## src/rtl/tk1_exec_mon_pkg.sv

```systemverilog
// tk1_exec_mon_pkg
// Shared definitions for the tk1 execution/access monitor:
//   - core-bus word addresses of the register map
//   - violation cause codes reported in STATUS[3:2]
//   - monitor state encoding (2-bit state register)
//   - inclusive unsigned range helper used by the window comparators
package tk1_exec_mon_pkg;

    localparam logic [7:0] ADDR_CTRL        = 8'h00;
    localparam logic [7:0] ADDR_STATUS      = 8'h01;
    localparam logic [7:0] ADDR_VIOL_ADDR   = 8'h02;
    localparam logic [7:0] ADDR_VIOL_CNT    = 8'h03;
    localparam logic [7:0] ADDR_REGION_EN   = 8'h04;
    localparam logic [7:0] ADDR_REGION_MODE = 8'h05;
    // FIRST_i at ADDR_REGION_BASE + 2*i, LAST_i at ADDR_REGION_BASE + 2*i + 1
    localparam logic [7:0] ADDR_REGION_BASE = 8'h10;

    localparam logic [1:0] CAUSE_NONE     = 2'd0;
    localparam logic [1:0] CAUSE_FW_EXEC  = 2'd1;
    localparam logic [1:0] CAUSE_REG_EXEC = 2'd2;
    localparam logic [1:0] CAUSE_REG_DATA = 2'd3;

    typedef enum logic [1:0] {
        ST_UNLOCKED = 2'd0,
        ST_LOCKED   = 2'd1,
        ST_TRAPPED  = 2'd2
    } state_e;

    // Inclusive unsigned window test; an inverted window (first > last) never matches.
    function automatic logic in_range(input logic [31:0] addr,
                                      input logic [31:0] first,
                                      input logic [31:0] last);
        return (addr >= first) && (addr <= last);
    endfunction

endpackage

```

## src/rtl/tk1_exec_mon_region.sv

```systemverilog
// tk1_exec_mon_region
// One monitored address window: FIRST/LAST registers plus the hit comparator.
// Ports:
//   clk, reset_n          clock, asynchronous active-low reset
//   wr_first, wr_last     load write_data into FIRST / LAST (already gated by lock state)
//   write_data [31:0]     core-bus write data
//   en, mode              window enable; mode 0 = execute-deny, 1 = deny all accesses
//   cpu_addr, cpu_instr   current CPU access (validity is applied by the caller)
//   hit                   window matches the current access
//   first, last           register values for read-back
module tk1_exec_mon_region
    import tk1_exec_mon_pkg::*;
(
    input  logic        clk,
    input  logic        reset_n,
    input  logic        wr_first,
    input  logic        wr_last,
    input  logic [31:0] write_data,
    input  logic        en,
    input  logic        mode,
    input  logic [31:0] cpu_addr,
    input  logic        cpu_instr,
    output logic        hit,
    output logic [31:0] first,
    output logic [31:0] last
);

    logic [31:0] first_q, first_d;
    logic [31:0] last_q, last_d;

    always_comb begin
        first_d = first_q;
        last_d  = last_q;
        if (wr_first) first_d = write_data;
        if (wr_last)  last_d  = write_data;
    end

    always_ff @(posedge clk or negedge reset_n) begin
        if (!reset_n) begin
            first_q <= 32'd0;
            last_q  <= 32'd0;
        end else begin
            first_q <= first_d;
            last_q  <= last_d;
        end
    end

    assign hit   = en && in_range(cpu_addr, first_q, last_q) && (mode || cpu_instr);
    assign first = first_q;
    assign last  = last_q;

endmodule

```

## src/rtl/tk1_exec_mon.sv

```systemverilog
// tk1_exec_mon
// Execution/access monitor: NUM_REGIONS configurable windows plus a fixed
// firmware-RAM execute-deny rule. A violation latches a sticky force_trap.
// Optional macro EXEC_MON_VIOL_LOG_EN builds the violation log (VIOL_ADDR,
// VIOL_CNT, STATUS cause/region); without it those read as zero.
// Bus handshake: a transfer happens in every cycle with cs=1; ready mirrors cs
// combinationally, reads are combinational, writes commit on the next clk edge.
// Ports:
//   clk, reset_n                      clock, asynchronous active-low reset
//   cpu_addr, cpu_instr, cpu_valid    observed CPU access
//   force_trap                        sticky trap request (registered)
//   cs, we, address, write_data       core bus request
//   read_data, ready                  core bus response
module tk1_exec_mon
    import tk1_exec_mon_pkg::*;
#(
    parameter int          NUM_REGIONS  = 4,
    parameter logic [31:0] FW_RAM_FIRST = 32'hd0000000,
    parameter logic [31:0] FW_RAM_LAST  = 32'hd00007ff
) (
    input  logic        clk,
    input  logic        reset_n,
    input  logic [31:0] cpu_addr,
    input  logic        cpu_instr,
    input  logic        cpu_valid,
    output logic        force_trap,
    input  logic        cs,
    input  logic        we,
    input  logic [7:0]  address,
    input  logic [31:0] write_data,
    output logic [31:0] read_data,
    output logic        ready
);

    state_e                 state_q, state_d;
    logic                   locked_q, locked_d;
    logic [NUM_REGIONS-1:0] en_q, en_d;
    logic [NUM_REGIONS-1:0] mode_q, mode_d;

    logic [NUM_REGIONS-1:0] hit_w;
    logic [31:0]            first_w [NUM_REGIONS];
    logic [31:0]            last_w  [NUM_REGIONS];

    logic bus_wr, cfg_open, ctrl_wr, fw_hit, viol, first_trap;
    logic [31:0] log_status, viol_addr_rd, viol_cnt_rd;

    assign bus_wr   = cs && we;
    assign cfg_open = (state_q == ST_UNLOCKED);
    assign ctrl_wr  = bus_wr && (address == ADDR_CTRL);

    for (genvar i = 0; i < NUM_REGIONS; i++) begin : g_region
        localparam logic [7:0] A_FIRST = ADDR_REGION_BASE + 8'(2 * i);
        localparam logic [7:0] A_LAST  = ADDR_REGION_BASE + 8'(2 * i + 1);
        tk1_exec_mon_region u_region (
            .clk        (clk),
            .reset_n    (reset_n),
            .wr_first   (cfg_open && bus_wr && (address == A_FIRST)),
            .wr_last    (cfg_open && bus_wr && (address == A_LAST)),
            .write_data (write_data),
            .en         (en_q[i]),
            .mode       (mode_q[i]),
            .cpu_addr   (cpu_addr),
            .cpu_instr  (cpu_instr),
            .hit        (hit_w[i]),
            .first      (first_w[i]),
            .last       (last_w[i])
        );
    end

    assign fw_hit     = cpu_valid && cpu_instr && in_range(cpu_addr, FW_RAM_FIRST, FW_RAM_LAST);
    assign viol       = cpu_valid && (fw_hit || (|hit_w));
    // Only the transition into TRAPPED captures the log.
    assign first_trap = viol && (state_q != ST_TRAPPED);

    always_comb begin
        state_d  = state_q;
        locked_d = locked_q;
        en_d     = en_q;
        mode_d   = mode_q;
        case (state_q)
            ST_UNLOCKED: begin
                if (bus_wr && (address == ADDR_REGION_EN))   en_d   = write_data[NUM_REGIONS-1:0];
                if (bus_wr && (address == ADDR_REGION_MODE)) mode_d = write_data[NUM_REGIONS-1:0];
                if (ctrl_wr) begin
                    locked_d = 1'b1;
                    state_d  = ST_LOCKED;
                end
                // Violation wins over the lock transition; locked still records the CTRL write.
                if (viol) state_d = ST_TRAPPED;
            end
            ST_LOCKED: begin
                if (viol) state_d = ST_TRAPPED;
            end
            ST_TRAPPED: state_d = ST_TRAPPED;
            // Unused encoding falls into the safe terminal state.
            default:    state_d = ST_TRAPPED;
        endcase
    end

    always_ff @(posedge clk or negedge reset_n) begin
        if (!reset_n) begin
            state_q  <= ST_UNLOCKED;
            locked_q <= 1'b0;
            en_q     <= '0;
            mode_q   <= '0;
        end else begin
            state_q  <= state_d;
            locked_q <= locked_d;
            en_q     <= en_d;
            mode_q   <= mode_d;
        end
    end

    assign force_trap = (state_q == ST_TRAPPED);

`ifdef EXEC_MON_VIOL_LOG_EN
    logic [2:0]  hit_idx;
    logic [1:0]  cause_q, cause_d;
    logic [2:0]  region_q, region_d;
    logic [31:0] viol_addr_q, viol_addr_d;
    logic [15:0] viol_cnt_q, viol_cnt_d;

    // Descending scan so the lowest hitting index is the one left standing.
    always_comb begin
        hit_idx = 3'd0;
        for (int i = NUM_REGIONS - 1; i >= 0; i--) begin
            if (hit_w[i]) hit_idx = 3'(i);
        end
    end

    always_comb begin
        cause_d     = cause_q;
        region_d    = region_q;
        viol_addr_d = viol_addr_q;
        viol_cnt_d  = viol_cnt_q;
        if (first_trap) begin
            viol_addr_d = cpu_addr;
            if (fw_hit) begin
                cause_d  = CAUSE_FW_EXEC;
                region_d = 3'd0;
            end else begin
                cause_d  = cpu_instr ? CAUSE_REG_EXEC : CAUSE_REG_DATA;
                region_d = hit_idx;
            end
        end
        if (viol && (viol_cnt_q != 16'hffff)) viol_cnt_d = viol_cnt_q + 16'd1;
    end

    always_ff @(posedge clk or negedge reset_n) begin
        if (!reset_n) begin
            cause_q     <= CAUSE_NONE;
            region_q    <= 3'd0;
            viol_addr_q <= 32'd0;
            viol_cnt_q  <= 16'd0;
        end else begin
            cause_q     <= cause_d;
            region_q    <= region_d;
            viol_addr_q <= viol_addr_d;
            viol_cnt_q  <= viol_cnt_d;
        end
    end

    assign log_status   = {21'd0, region_q, 4'd0, cause_q, 2'd0};
    assign viol_addr_rd = viol_addr_q;
    assign viol_cnt_rd  = {16'd0, viol_cnt_q};
`else
    assign log_status   = 32'd0;
    assign viol_addr_rd = 32'd0;
    assign viol_cnt_rd  = 32'd0;
`endif

    assign ready = cs;

    always_comb begin
        read_data = 32'd0;
        if (cs) begin
            case (address)
                ADDR_CTRL:        read_data = {31'd0, locked_q};
                ADDR_STATUS:      read_data = log_status | {30'd0, force_trap, locked_q};
                ADDR_VIOL_ADDR:   read_data = viol_addr_rd;
                ADDR_VIOL_CNT:    read_data = viol_cnt_rd;
                ADDR_REGION_EN:   read_data = {{(32 - NUM_REGIONS){1'b0}}, en_q};
                ADDR_REGION_MODE: read_data = {{(32 - NUM_REGIONS){1'b0}}, mode_q};
                default: begin
                    for (int i = 0; i < NUM_REGIONS; i++) begin
                        if (address == ADDR_REGION_BASE + 8'(2 * i))     read_data = first_w[i];
                        if (address == ADDR_REGION_BASE + 8'(2 * i + 1)) read_data = last_w[i];
                    end
                end
            endcase
        end
    end

endmodule
```

## config.mk

```make
export PLATFORM = sky130hd
export DESIGN_NAME = tk1_exec_mon
export DESIGN_NICKNAME = d
export VERILOG_FILES = /design/src/rtl/tk1_exec_mon_pkg.sv /design/src/rtl/tk1_exec_mon_region.sv /design/src/rtl/tk1_exec_mon.sv
export SDC_FILE = /design/constraint.sdc
export NUM_CORES = 1
export LEC_CHECK = 0
export ABC_AREA = 0
export CAP_MARGIN = 40
export CORE_UTILIZATION = 55
export DETAILED_ROUTE_END_ITERATION = 10
export HOLD_SLACK_MARGIN = 0.03
export PLACE_DENSITY = 0.75
export SYNTH_ARGS = -nofsm -noshare
export SYNTH_HDL_FRONTEND = slang
export SYNTH_SLANG_ARGS = --single-unit
```

## constraint.sdc

```tcl
create_clock -name clk -period 4.12 [get_ports clk]
set_input_delay 1.236 -clock clk [delete_from_list [all_inputs] [get_ports clk]]
set_output_delay 1.236 -clock clk [all_outputs]
set_load 0.03 [all_outputs]
```

==> results.py <==
metrics = {
    "placement": {
        "routabilityCongestion": 1.02,
        "place_ws_ns": -0.672,
        "hpwl_um": 45300,
        "dpl_cell_area_um2": 21600,
        "io_buffers": 111,
        "placedCellCount": 2602,
    },
    "yosys": {
        "seq_area_frac_synth_pct": 36.1,
        "synth_cell_types": 69,
        "yosys_warnings": 0,
        "yosysTopAreaCell": "dfrtp_1",
        "syn_inst": 1948,
        "avgSynthCellArea_um2": 9.51,
        "ys_ff_latch": 267,
        "syn_nets": 2282,
        "synth-edff-count": 0,
        "yosys-top-cells-count": "dfrtp_1 (267), ha_1 (256), inv_1 (256)",
        "ys.flop_type": "dfrtp_1",
        "synth_top_area_share_pct": 36.1,
        "ys_top_cells_by_area": "dfrtp_1 (36%), ha_1 (17%), mux2_2 (6.7%), o21ai_0 (5.3%), inv_1 (5.2%)",
        "netlist_area_um2": 18500,
        "synthArstFlopShare_pct": 100,
        "yosysMostFrequentCell": "dfrtp_1",
    },
    "final_layout": {
        "stdcell_area_um2": 22900,
        "diodes": 0,
        "final_nets": 2538,
        "synthToLayoutAreaGrowth_pct": 23.8,
        "drive_above_1_share_pct": 21.3,
        "stdcell_count": 2670,
    },
    "die": {
        "ios": 112,
        "initial_core_util_pct": 56.3,
        "fp.coreArea_um2": 32900,
        "die_w_um": 185,
        "die_area_um2": 34400,
        "rows": 66,
        "die_h_um": 185,
    },
    "route": {
        "drcViolationCount": 0,
        "ant_nets": 0,
        "dr_wl_met3_um": 5460,
        "top_layer": "met4",
        "dr.pass1.iters": 6,
        "routed_wl_um": 61300,
        "wl_met1_um": 24400,
        "wl_per_cell_um": 23.0,
        "first_iter_violations": 1588,
        "viasPerCell": 6.22,
        "met2WireLength_um": 28200,
        "vias": 16617,
    },
    "power": {
        "vdd_drop_max_v": 0.000325,
        "p_per_area_nw_per_um2": 272,
        "p_leak_nw": 11.1,
        "p_total_mw": 6.23,
    },
    "critical_path": {
        "path_max_fanout": 6,
        "crit_type": "input pin to output pin",
        "crit_start": "address[7]",
        "worstPathRequired_ns": 2.88,
        "r2r_setup_slack_ns": 1.01,
        "start_kind": "input pin",
        "reg2reg_to": "state_q[1]$_DFFE_PN0P_",
        "cp-endpoint": "read_data[15]",
        "reg2reg_depth": 12,
        "r2r-start": "g_region[2].u_region.first[0]$_DFFE_PN0P_",
        "crit_path_end_kind": "output pin",
        "arrival_ns": 3.27,
    },
    "timing": {
        "maxSlewHeadroom_pct": 43.3,
        "max_freq_ghz": 0.222,
        "fin_crit_sh_pct": 109,
        "rsz0062_at_grt": "true",
        "finalCriticalPeriod_ns": 4.51,
        "worstMarginPinSlew_ns": 0.830,
        "skew_ns": 0.0195,
        "report.final.slew_viol_count": 0,
        "hold_viol_final": 0,
        "layout_setup_ws_ns": -0.390,
        "finalSetupViolations": 20,
    },
    "cts": {
        "root_buffer": "clkbuf_16",
        "clkSlewWorstSetupHoldPaths_ns": 0.06,
        "cts_made_buffers": 31,
        "worstSkewPairLatency_ns": 0.59,
        "cts_tree": "yes",
        "clock_path_buffers": 3,
        "clock_sinks": 267,
        "h-tree-depth": 1,
    },
    "global_routing": {
        "grt_pass1_wl_um": 94400,
        "grt_util_all_layers_pct": 36.2,
        "grt_max_degree": 111,
        "antenna_found_initial": 1,
        "grt_pass1_vias": 16973,
        "grt_overflow": 0,
    },
    "outcome": {
        "status": "finished, violations left",
        "violations": "negative setup slack",
    },
    "hold_path": {
        "whs_path_depth": 1,
        "hp-class": "flip-flop to flip-flop",
    },
    "run": {
        "max_cap_viol_count": 0,
    },
}
## worst min path at each step
stage	start	slack, ns	end
final	locked_q$_DFFE_PN0P_	0.48	locked_q$_DFFE_PN0P_
after global routing	locked_q$_DFFE_PN0P_	0.50	locked_q$_DFFE_PN0P_
after CTS	locked_q$_DFFE_PN0P_	0.47	locked_q$_DFFE_PN0P_
after detailed placement	locked_q$_DFFE_PN0P_	0.45	locked_q$_DFFE_PN0P_
after global placement	locked_q$_DFFE_PN0P_	0.45	locked_q$_DFFE_PN0P_
after floorplan	locked_q$_DFFE_PN0P_	0.43	locked_q$_DFFE_PN0P_
## through the flow
stage	utilization, %	setup TNS (ns)	hold slack [ns]
floorplan	-	-1.03	0.435
global placement	65.8	-12.21	0.454
detailed placement	65.8	-12.76	0.454
CTS	69.2	-5.06	0.467
global route	69.8	-7.10	0.496
finish	69.8	-6.09	0.477
## metal layers
layer	GRT usage, %	vias to the layer above
met1	48.0	8073
li1	-	7452
met4	17.4	0
met5	0	-
met3	4.99	195
met2	58.5	897
## flip-flops by register name (all words and copies together), names as in the netlist
signal and cells:
g_region.u_region.last 128, state_q 2, locked_q 1, en_q 4
g_region.u_region.first 128, mode_q 4
## report_power, final
| part | internal, mW | total [mW] | switching (mW) |
|---|---|---|---|
| Sequential | 2.62 | 2.62 | 0.00000514 |
| Clock | 1.63 | 2.82 | 1.18 |
| Combinational | 0.330 | 0.789 | 0.459 |
## worst max-delay path: stages
cell and delay, ns:
buf_6 0.10, nor4_4 0.33, buf_4 0.19, nand2_4 0.07, buf_6 0.14, nor2_4 0.23, buf_6 0.18, a221oi_2 0.06
o22a_1 0.25, a211oi_4 0.32, buf_12 0.17
## cells by family (layout without fill, tap and decap cells)
group	count (synthesis)	count (layout)	synth area share [%]
buffers and inverters	339	619	7.87
adders and majority gates	256	256	17.3
AOI/OAI and AO/OA	486	486	15.6
DFF	267	267	36.1
muxes	186	186	12.4
and+or+nand+nor	414	414	10.7
## layout by cell type, fill, tap and decap left out, types with 20 or more instances in the layout
| master | netlist | layout |
|---|---|---|
| a21oi_1 | 135 | 133 |
| buf_12 | 0 | 36 |
| buf_4 | 2 | 174 |
| clkbuf_16 | 0 | 31 |
| clkdlybuf4s50_1 | 0 | 70 |
| dfrtp_1 | 267 | 267 |
| ha_1 | 256 | 256 |
| inv_1 | 256 | 256 |
| mux2_2 | 110 | 110 |
| mux2i_1 | 51 | 50 |
| mux4_2 | 24 | 24 |
| nand2_1 | 230 | 225 |
| nand3_1 | 32 | 32 |
| nand4_1 | 41 | 41 |
| nor2_1 | 47 | 46 |
| o21ai_0 | 195 | 194 |
| o22ai_1 | 20 | 20 |
## repair_timing
action	in CTS	in global routing
setup buffers	4	5
hold buffers	0	0
gates resized for setup	34	34
setup endpoints to repair	26	24
gates cloned	0	2
pin swaps	14	16
## final cells by class
type	instances	area, um^2
timing repair buffer	305	3000
clock buffer	44	895
inverter	257	965
multi-input combinational	1342	10700
fill	2506	9930
sequential	267	6680
tap	442	553
clock inverter	13	133
Note: power is estimated with default switching activity, not from simulation.
